<file path="src/rtl/saratoga_pkg.sv">
// Shared types and defaults for the saratoga core and its bus bridges.
package saratoga_pkg;

  localparam int DEFAULT_AXI_ADDR_WIDTH = 32;
  localparam int DEFAULT_AXI_TIMEOUT    = 255;

  typedef enum logic [1:0] {
    AXIL_OKAY   = 2'b00,
    AXIL_EXOKAY = 2'b01,
    AXIL_SLVERR = 2'b10,
    AXIL_DECERR = 2'b11
  } axil_resp_t;

  // Anything other than OKAY is reported to the core as a fault; the core
  // never issues exclusive accesses, so EXOKAY is unexpected as well.
  function automatic logic resp_is_fault(input logic [1:0] resp);
    return resp != AXIL_OKAY;
  endfunction

endpackage

</file>
<file path="src/rtl/dbus_axil_bridge.sv">
// Bridges the core's DBus AXI-window port to a single AXI4-Lite manager.
// One core access becomes exactly one AXI-Lite transaction; the core is
// stalled via axi_busy and gets read data / fault back in a one-cycle RESP.
module dbus_axil_bridge
  import saratoga_pkg::*;
#(
  parameter int AXI_ADDR_WIDTH = DEFAULT_AXI_ADDR_WIDTH,
  parameter int TIMEOUT_CYCLES = DEFAULT_AXI_TIMEOUT
) (
  input  logic                      clk,
  input  logic                      rst,
  input  logic                      axi_rd_en,
  input  logic                      axi_wr_en,
  input  logic [AXI_ADDR_WIDTH-1:0] axi_addr,
  input  logic [31:0]               wr_data,
  input  logic [3:0]                wr_strobe,
  output logic [31:0]               axi_rd_data,
  output logic                      axi_access_fault,
  output logic                      axi_busy,
  output logic [AXI_ADDR_WIDTH-1:0] m_awaddr,
  output logic [2:0]                m_awprot,
  output logic                      m_awvalid,
  input  logic                      m_awready,
  output logic [31:0]               m_wdata,
  output logic [3:0]                m_wstrb,
  output logic                      m_wvalid,
  input  logic                      m_wready,
  input  logic [1:0]                m_bresp,
  input  logic                      m_bvalid,
  output logic                      m_bready,
  output logic [AXI_ADDR_WIDTH-1:0] m_araddr,
  output logic [2:0]                m_arprot,
  output logic                      m_arvalid,
  input  logic                      m_arready,
  input  logic [31:0]               m_rdata,
  input  logic [1:0]                m_rresp,
  input  logic                      m_rvalid,
  output logic                      m_rready
);

  typedef enum logic [2:0] {
    ST_IDLE, ST_WR, ST_WR_RESP, ST_RD_ADDR, ST_RD_DATA, ST_RESP, ST_DRAIN
  } state_t;

  localparam int CNT_W = (TIMEOUT_CYCLES > 1) ? $clog2(TIMEOUT_CYCLES + 1) : 1;

  state_t                    state_reg;
  logic [AXI_ADDR_WIDTH-1:0] addr_reg;
  logic [31:0]               wdata_reg;
  logic [3:0]                wstrb_reg;
  logic                      awvalid_reg, wvalid_reg, arvalid_reg;
  logic                      bready_reg, rready_reg;
  logic                      resp_pending_reg;  // B or R still owed by the slave
  logic                      drain_reg;         // timed out, must drain after RESP
  logic [31:0]               rd_data_reg;
  logic                      fault_reg;
  logic [CNT_W-1:0]          count_reg;

  logic aw_left, w_left, ar_left, resp_left;
  logic b_hs, r_hs, timeout_hit, active;

  // Per-channel status after this cycle's handshakes.
  assign aw_left   = awvalid_reg & ~m_awready;
  assign w_left    = wvalid_reg & ~m_wready;
  assign ar_left   = arvalid_reg & ~m_arready;
  assign b_hs      = bready_reg & m_bvalid;
  assign r_hs      = rready_reg & m_rvalid;
  assign resp_left = resp_pending_reg & ~b_hs & ~r_hs;
  assign active    = state_reg inside {ST_WR, ST_WR_RESP, ST_RD_ADDR, ST_RD_DATA};

  // count_reg holds the number of earlier wait cycles, so the current cycle is
  // the TIMEOUT_CYCLES-th one when count_reg + 1 reaches the limit.
  generate
    if (TIMEOUT_CYCLES == 0) begin : g_no_timeout
      assign timeout_hit = 1'b0;
    end else begin : g_timeout
      assign timeout_hit = ({1'b0, count_reg} + (CNT_W+1)'(1)) == (CNT_W+1)'(TIMEOUT_CYCLES);
    end
  endgenerate

  // Stall is combinational so the core freezes in the very cycle it asks.
  assign axi_busy = ((state_reg == ST_IDLE) & (axi_rd_en | axi_wr_en)) |
                    active | (state_reg == ST_DRAIN);

  assign m_awaddr         = addr_reg;
  assign m_araddr         = addr_reg;
  assign m_awprot         = 3'b000;
  assign m_arprot         = 3'b000;
  assign m_wdata          = wdata_reg;
  assign m_wstrb          = wstrb_reg;
  assign m_awvalid        = awvalid_reg;
  assign m_wvalid         = wvalid_reg;
  assign m_arvalid        = arvalid_reg;
  assign m_bready         = bready_reg;
  assign m_rready         = rready_reg;
  assign axi_rd_data      = rd_data_reg;
  assign axi_access_fault = fault_reg;

  // Bridge FSM with registered bus outputs, response registers and timeout.
  always_ff @(posedge clk) begin
    if (rst) begin
      state_reg        <= ST_IDLE;
      addr_reg         <= '0;
      wdata_reg        <= '0;
      wstrb_reg        <= '0;
      awvalid_reg      <= 1'b0;
      wvalid_reg       <= 1'b0;
      arvalid_reg      <= 1'b0;
      bready_reg       <= 1'b0;
      rready_reg       <= 1'b0;
      resp_pending_reg <= 1'b0;
      drain_reg        <= 1'b0;
      rd_data_reg      <= '0;
      fault_reg        <= 1'b0;
      count_reg        <= '0;
    end else begin
      // Valids drop independently on their own handshake, in every state.
      awvalid_reg <= aw_left;
      wvalid_reg  <= w_left;
      arvalid_reg <= ar_left;
      if (b_hs | r_hs) resp_pending_reg <= 1'b0;
      rd_data_reg <= '0;
      fault_reg   <= 1'b0;
      if (active) count_reg <= count_reg + CNT_W'(1);

      case (state_reg)
        ST_IDLE: begin
          if (axi_rd_en & axi_wr_en) begin
            state_reg <= ST_RESP;
            fault_reg <= 1'b1;
          end else if (axi_wr_en | axi_rd_en) begin
            addr_reg         <= axi_addr;
            wdata_reg        <= wr_data;
            wstrb_reg        <= wr_strobe;
            resp_pending_reg <= 1'b1;
            count_reg        <= '0;
            if (axi_wr_en) begin
              awvalid_reg <= 1'b1;
              wvalid_reg  <= 1'b1;
              state_reg   <= ST_WR;
            end else begin
              arvalid_reg <= 1'b1;
              state_reg   <= ST_RD_ADDR;
            end
          end
        end
        ST_WR: begin
          if (timeout_hit) begin
            state_reg  <= ST_RESP;
            fault_reg  <= 1'b1;
            drain_reg  <= 1'b1;
            bready_reg <= 1'b1;
          end else if (!aw_left && !w_left) begin
            state_reg  <= ST_WR_RESP;
            bready_reg <= 1'b1;
          end
        end
        ST_WR_RESP: begin
          if (b_hs) begin
            state_reg  <= ST_RESP;
            bready_reg <= 1'b0;
            fault_reg  <= resp_is_fault(m_bresp);
          end else if (timeout_hit) begin
            state_reg <= ST_RESP;
            fault_reg <= 1'b1;
            drain_reg <= 1'b1;
          end
        end
        ST_RD_ADDR: begin
          if (timeout_hit) begin
            state_reg  <= ST_RESP;
            fault_reg  <= 1'b1;
            drain_reg  <= 1'b1;
            rready_reg <= 1'b1;
          end else if (!ar_left) begin
            state_reg  <= ST_RD_DATA;
            rready_reg <= 1'b1;
          end
        end
        ST_RD_DATA: begin
          if (r_hs) begin
            state_reg  <= ST_RESP;
            rready_reg <= 1'b0;
            if (resp_is_fault(m_rresp)) fault_reg <= 1'b1;
            else rd_data_reg <= m_rdata;
          end else if (timeout_hit) begin
            state_reg <= ST_RESP;
            fault_reg <= 1'b1;
            drain_reg <= 1'b1;
          end
        end
        ST_RESP: begin
          state_reg <= drain_reg ? ST_DRAIN : ST_IDLE;
        end
        ST_DRAIN: begin
          if (!aw_left && !w_left && !ar_left && !resp_left) begin
            state_reg  <= ST_IDLE;
            bready_reg <= 1'b0;
            rready_reg <= 1'b0;
            drain_reg  <= 1'b0;
          end
        end
        default: state_reg <= ST_IDLE;
      endcase
    end
  end

endmodule
</file>
<file path="config.mk">
export PLATFORM = sky130hd
export DESIGN_NAME = dbus_axil_bridge
export DESIGN_NICKNAME = d
export VERILOG_FILES = /design/src/rtl/saratoga_pkg.sv /design/src/rtl/dbus_axil_bridge.sv
export SDC_FILE = /design/constraint.sdc
export NUM_CORES = 1
export LEC_CHECK = 0
export ABC_AREA = 1
export BUFFER_PORTS_ARGS = -buffer_cell sky130_fd_sc_hd__clkbuf_2
export CORE_MARGIN = 2
export CORE_UTILIZATION = 40
export CTS_BUF_LIST = sky130_fd_sc_hd__clkbuf_16
export CTS_CLUSTER_DIAMETER = 150
export DETAILED_ROUTE_END_ITERATION = 7
export GPL_ROUTABILITY_DRIVEN = 0
export HOLD_SLACK_MARGIN = 0.15
export PLACE_DENSITY = 0.76
export SYNTH_ARGS = -nofsm -noshare
export SYNTH_HDL_FRONTEND = slang
export SYNTH_SLANG_ARGS = --single-unit
</file>
<file path="constraint.sdc">
create_clock -name clk -period 1.53 [get_ports clk]
set_input_delay 0.306 -clock clk [delete_from_list [all_inputs] [get_ports clk]]
set_output_delay 0.306 -clock clk [all_outputs]
set_load 0.005 [all_outputs]
</file>
==> out/qor.txt <==
Status -> finished, violations left
Failing checks -> design-rule violations, negative setup slack
CTS Buf Count -> 17
Final worst slack -> -0.1031 ns
Crit Path Max Fanout -> 18
Synth area leaders -> dfxtp_1, nor2_1, o21ai_0
Initial DRT Pass Iterations -> 6
CP dominant cell by count -> nor2_1
Critical-path cell list -> inv_4 -> buf_6 -> nand2_8 -> inv_6 -> nand2_4 -> nor2_8 -> buf_12 -> inv_8 -> buf_16 -> nor2_1 -> nor2_1
Register Area -> 0.002409 mm2
Max-Cap Viols -> 0
Die Ht -> 113.1 um
CP Buf/Inv Count -> 6
GR peak layer -> met2
Worst path depth -> 11
Synth Warn # -> 0
Met2 global-route usage -> 0.4251
Fin util -> 0.7333
Top cell type by total area after synthesis -> dfxtp_1
Switching Share -> 0.3747
Cell row count -> 39
Placed cells -> 969
Final Critical Period -> 1.633 ns
DP HPWL -> 9493 um
Number of global-route vias before repair -> 5,117
Wire per inst -> 16.92 um
Die Area -> 0.01279 mm2
Combinational fraction of design power -> 0.449
Tightest Hold Check Type -> in2reg
Final hold violations -> 0
Fraction of layout cells with a size suffix above 1 -> 0.4520
FMAX -> 0.6123 GHz
Clock tree buffer depth -> 2
Critical Path AT -> 1.93 ns
Pwr dens -> 1825 mW/mm2
Top-count cell post-synth -> nor2_1
Required time of the critical path -> 1.83 ns
Top-area cell type share of the netlist area -> 0.5003
Worst skew pair latency -> 0.42 ns
CTS sink count -> 119
RSZ-0062 raised after global routing -> yes
Critical path capture point type -> register
Flop pwr share -> 0.305
Mapped Area -> 0.004762 mm2
Multi-input logic area -> 0.002048 mm2
Synth Area per Inst -> 7.668 um2
Yosys reg bits -> 119
Filler cells -> 740
DR vias -> 5,629
Layout Cells excl Fill -> 1,143
Slew Viols, Final -> 0
Clk root buf -> clkbuf_16
CTS tree -> built
Count of input and output buffers -> 251
FF-to-FF path depth -> 11
Clk slew on worst S/H paths -> 0.06 ns
Core area -> 0.01152 mm2
GR Layer Usage met3 -> 0.06856
GRT Util Overall -> 0.2391
Max VDD drop -> 1.125 mV
P_sw -> 5.775 mW
Starting Density -> 0.4135
Largest net degree at the start of global routing -> 38
Vias/cell -> 4.925
Synthesized instance count -> 621
CP top delay family -> buffers and inverters
Post-synth top cells -> nor2_1, dfxtp_1, o21ai_0, inv_1, nand2_1
Asr flop ratio synth -> 0
Primary FF master, synth -> dfxtp_1
Max H-tree Level -> 4
CP max-delay cell -> dfxtp_4
Unique masters post-synth -> 33
First DRT Iteration DRCs -> 444
Drt total wl -> 19,340 um
Register area share after synthesis -> 0.5003
Design Area, Final -> 0.008444 mm2
Leakage -> 4.265 nW
GR Overflow Total -> 0
I/O Pins -> 258
DRT antenna net count -> 0
DRC Markers -> 11
Initial antenna violation count -> 0
Clock network power share -> 0.246
Setup crit start kind -> register
EDFF count, synth -> 0
Period utilization -> 1.067
P_int -> 9.635 mW
Setup slack after placement -> -0.07610 ns
Area growth syn-to-layout -> 77.33%
Fin Clk Skew -> 0.008550 ns
Critical path class -> reg2reg
First-pass GRT wire length -> 24,330 um
Design Power -> 15.41 mW
GR Util met1 -> 0.2644
Antenna Cells -> 0
Final setup fails -> 56
Max incr delay on CP -> 0.36 ns
Worst hold path stage count -> 4
Die W -> 113.1 um
Nets -> 1,102
DP Area -> 0.005968 mm2
[final timing paths]
kind	slack (ns)	end	from
setup reg to reg	-0.10	m_wdata[2]	state_reg[2]
hold / removal	0.19	m_awvalid	m_awready
hold reg to reg	0.51	m_wdata[18]	m_wdata[18]
setup / recovery	-0.10	m_wdata[2]	state_reg[2]
[kinds of logic after synthesis]
logic type | share of synthesized area
AOI/OAI and AO/OA | 0.1188
xor gates and xnor gates | 0.001840
DFF | 0.5003
buffers and inverters | 0.1382
adders and majority gates | 0.005254
other | 0.0007875
and+or+nand+nor | 0.2349
[tightest hold or removal path, delay by kind of cell]
family / cells / cell delay [ns]
buffers and inverters: 2 / 0.10
and+or+nand+nor: 1 / 0.07
AOI/OAI and AO/OA: 1 / 0.07
[final cells by class]
cell class,count,share of cell area
clock inverter,15,0.01630
inverter,60,0.02934
clock buffer,17,0.05038
tap,143,0.02119
timing repair buffer,406,0.3550
multi-input combinational,383,0.2426
sequential,119,0.2852
[through the flow]
stage                     hold slack (ns)  setup TNS (ns)
after detailed placement           0.4792         -0.2299
after global placement             0.4747               0
after CTS                          0.1801         -0.1037
after floorplan                    0.4182               0
final                              0.1873          -1.358
after global routing               0.2168          -5.548
[metal layers]
layer  share of wire  vias up
li1                -     2635
met1            0.37     2614
met2            0.52      323
met3           0.074       57
met4           0.028        0
met5               0        -
[power groups by stage]
| stage | Sequential (mW) | Clock, mW | Combinational, mW |
|---|---|---|---|
| 6_report | 4.70 | 3.79 | 6.92 |
| 5_1_grt | 4.78 | 3.98 | 7.37 |
| 4_1_cts | 4.53 | 3.82 | 4.50 |
| 3_5_place_dp | 4.52 | 0 | 4.06 |
| 3_3_place_gp | 4.51 | 0 | 4.01 |
| 2_1_floorplan | 4.48 | 0 | 2.70 |
[cell usage in the layout, fill, tap and decap left out, types with 2 or more instances in the layout]
| master | n |
|---|---|
| clkinv_2 | 6 |
| dfxtp_2 | 3 |
| dfxtp_4 | 6 |
| nand3_2 | 2 |
| nor2_2 | 40 |
| buf_12 | 9 |
| clkinv_1 | 2 |
| dfxtp_1 | 110 |
| inv_4 | 4 |
| o21ai_0 | 30 |
| nand3_1 | 12 |
| inv_1 | 49 |
| nand2_1 | 38 |
| buf_4 | 23 |
| nand2_4 | 2 |
| o21ai_2 | 26 |
| clkbuf_16 | 25 |
| clkinvlp_4 | 3 |
| nand2_2 | 8 |
| buf_6 | 12 |
| nor2_4 | 9 |
| nor2_1 | 148 |
| nor2_8 | 2 |
| o21ai_1 | 25 |
| bufinv_16 | 2 |
| a21oi_1 | 18 |
| inv_2 | 5 |
| nor3_1 | 2 |
| inv_6 | 2 |
| conb_1 | 6 |
| clkbuf_2 | 251 |
| dlygate4sd3_1 | 101 |
[repair_timing]
action | CTS | global route
resized for setup | 18 | 157
buffers inserted | 11 | 15
hold buffers | 101 | 0
pin swaps | 4 | 23
gates cloned | 0 | 15
endpoints found under the hold margin | 101 | 0
endpoints found under the setup margin | 8 | 83
(Power assumes the default switching activity.)
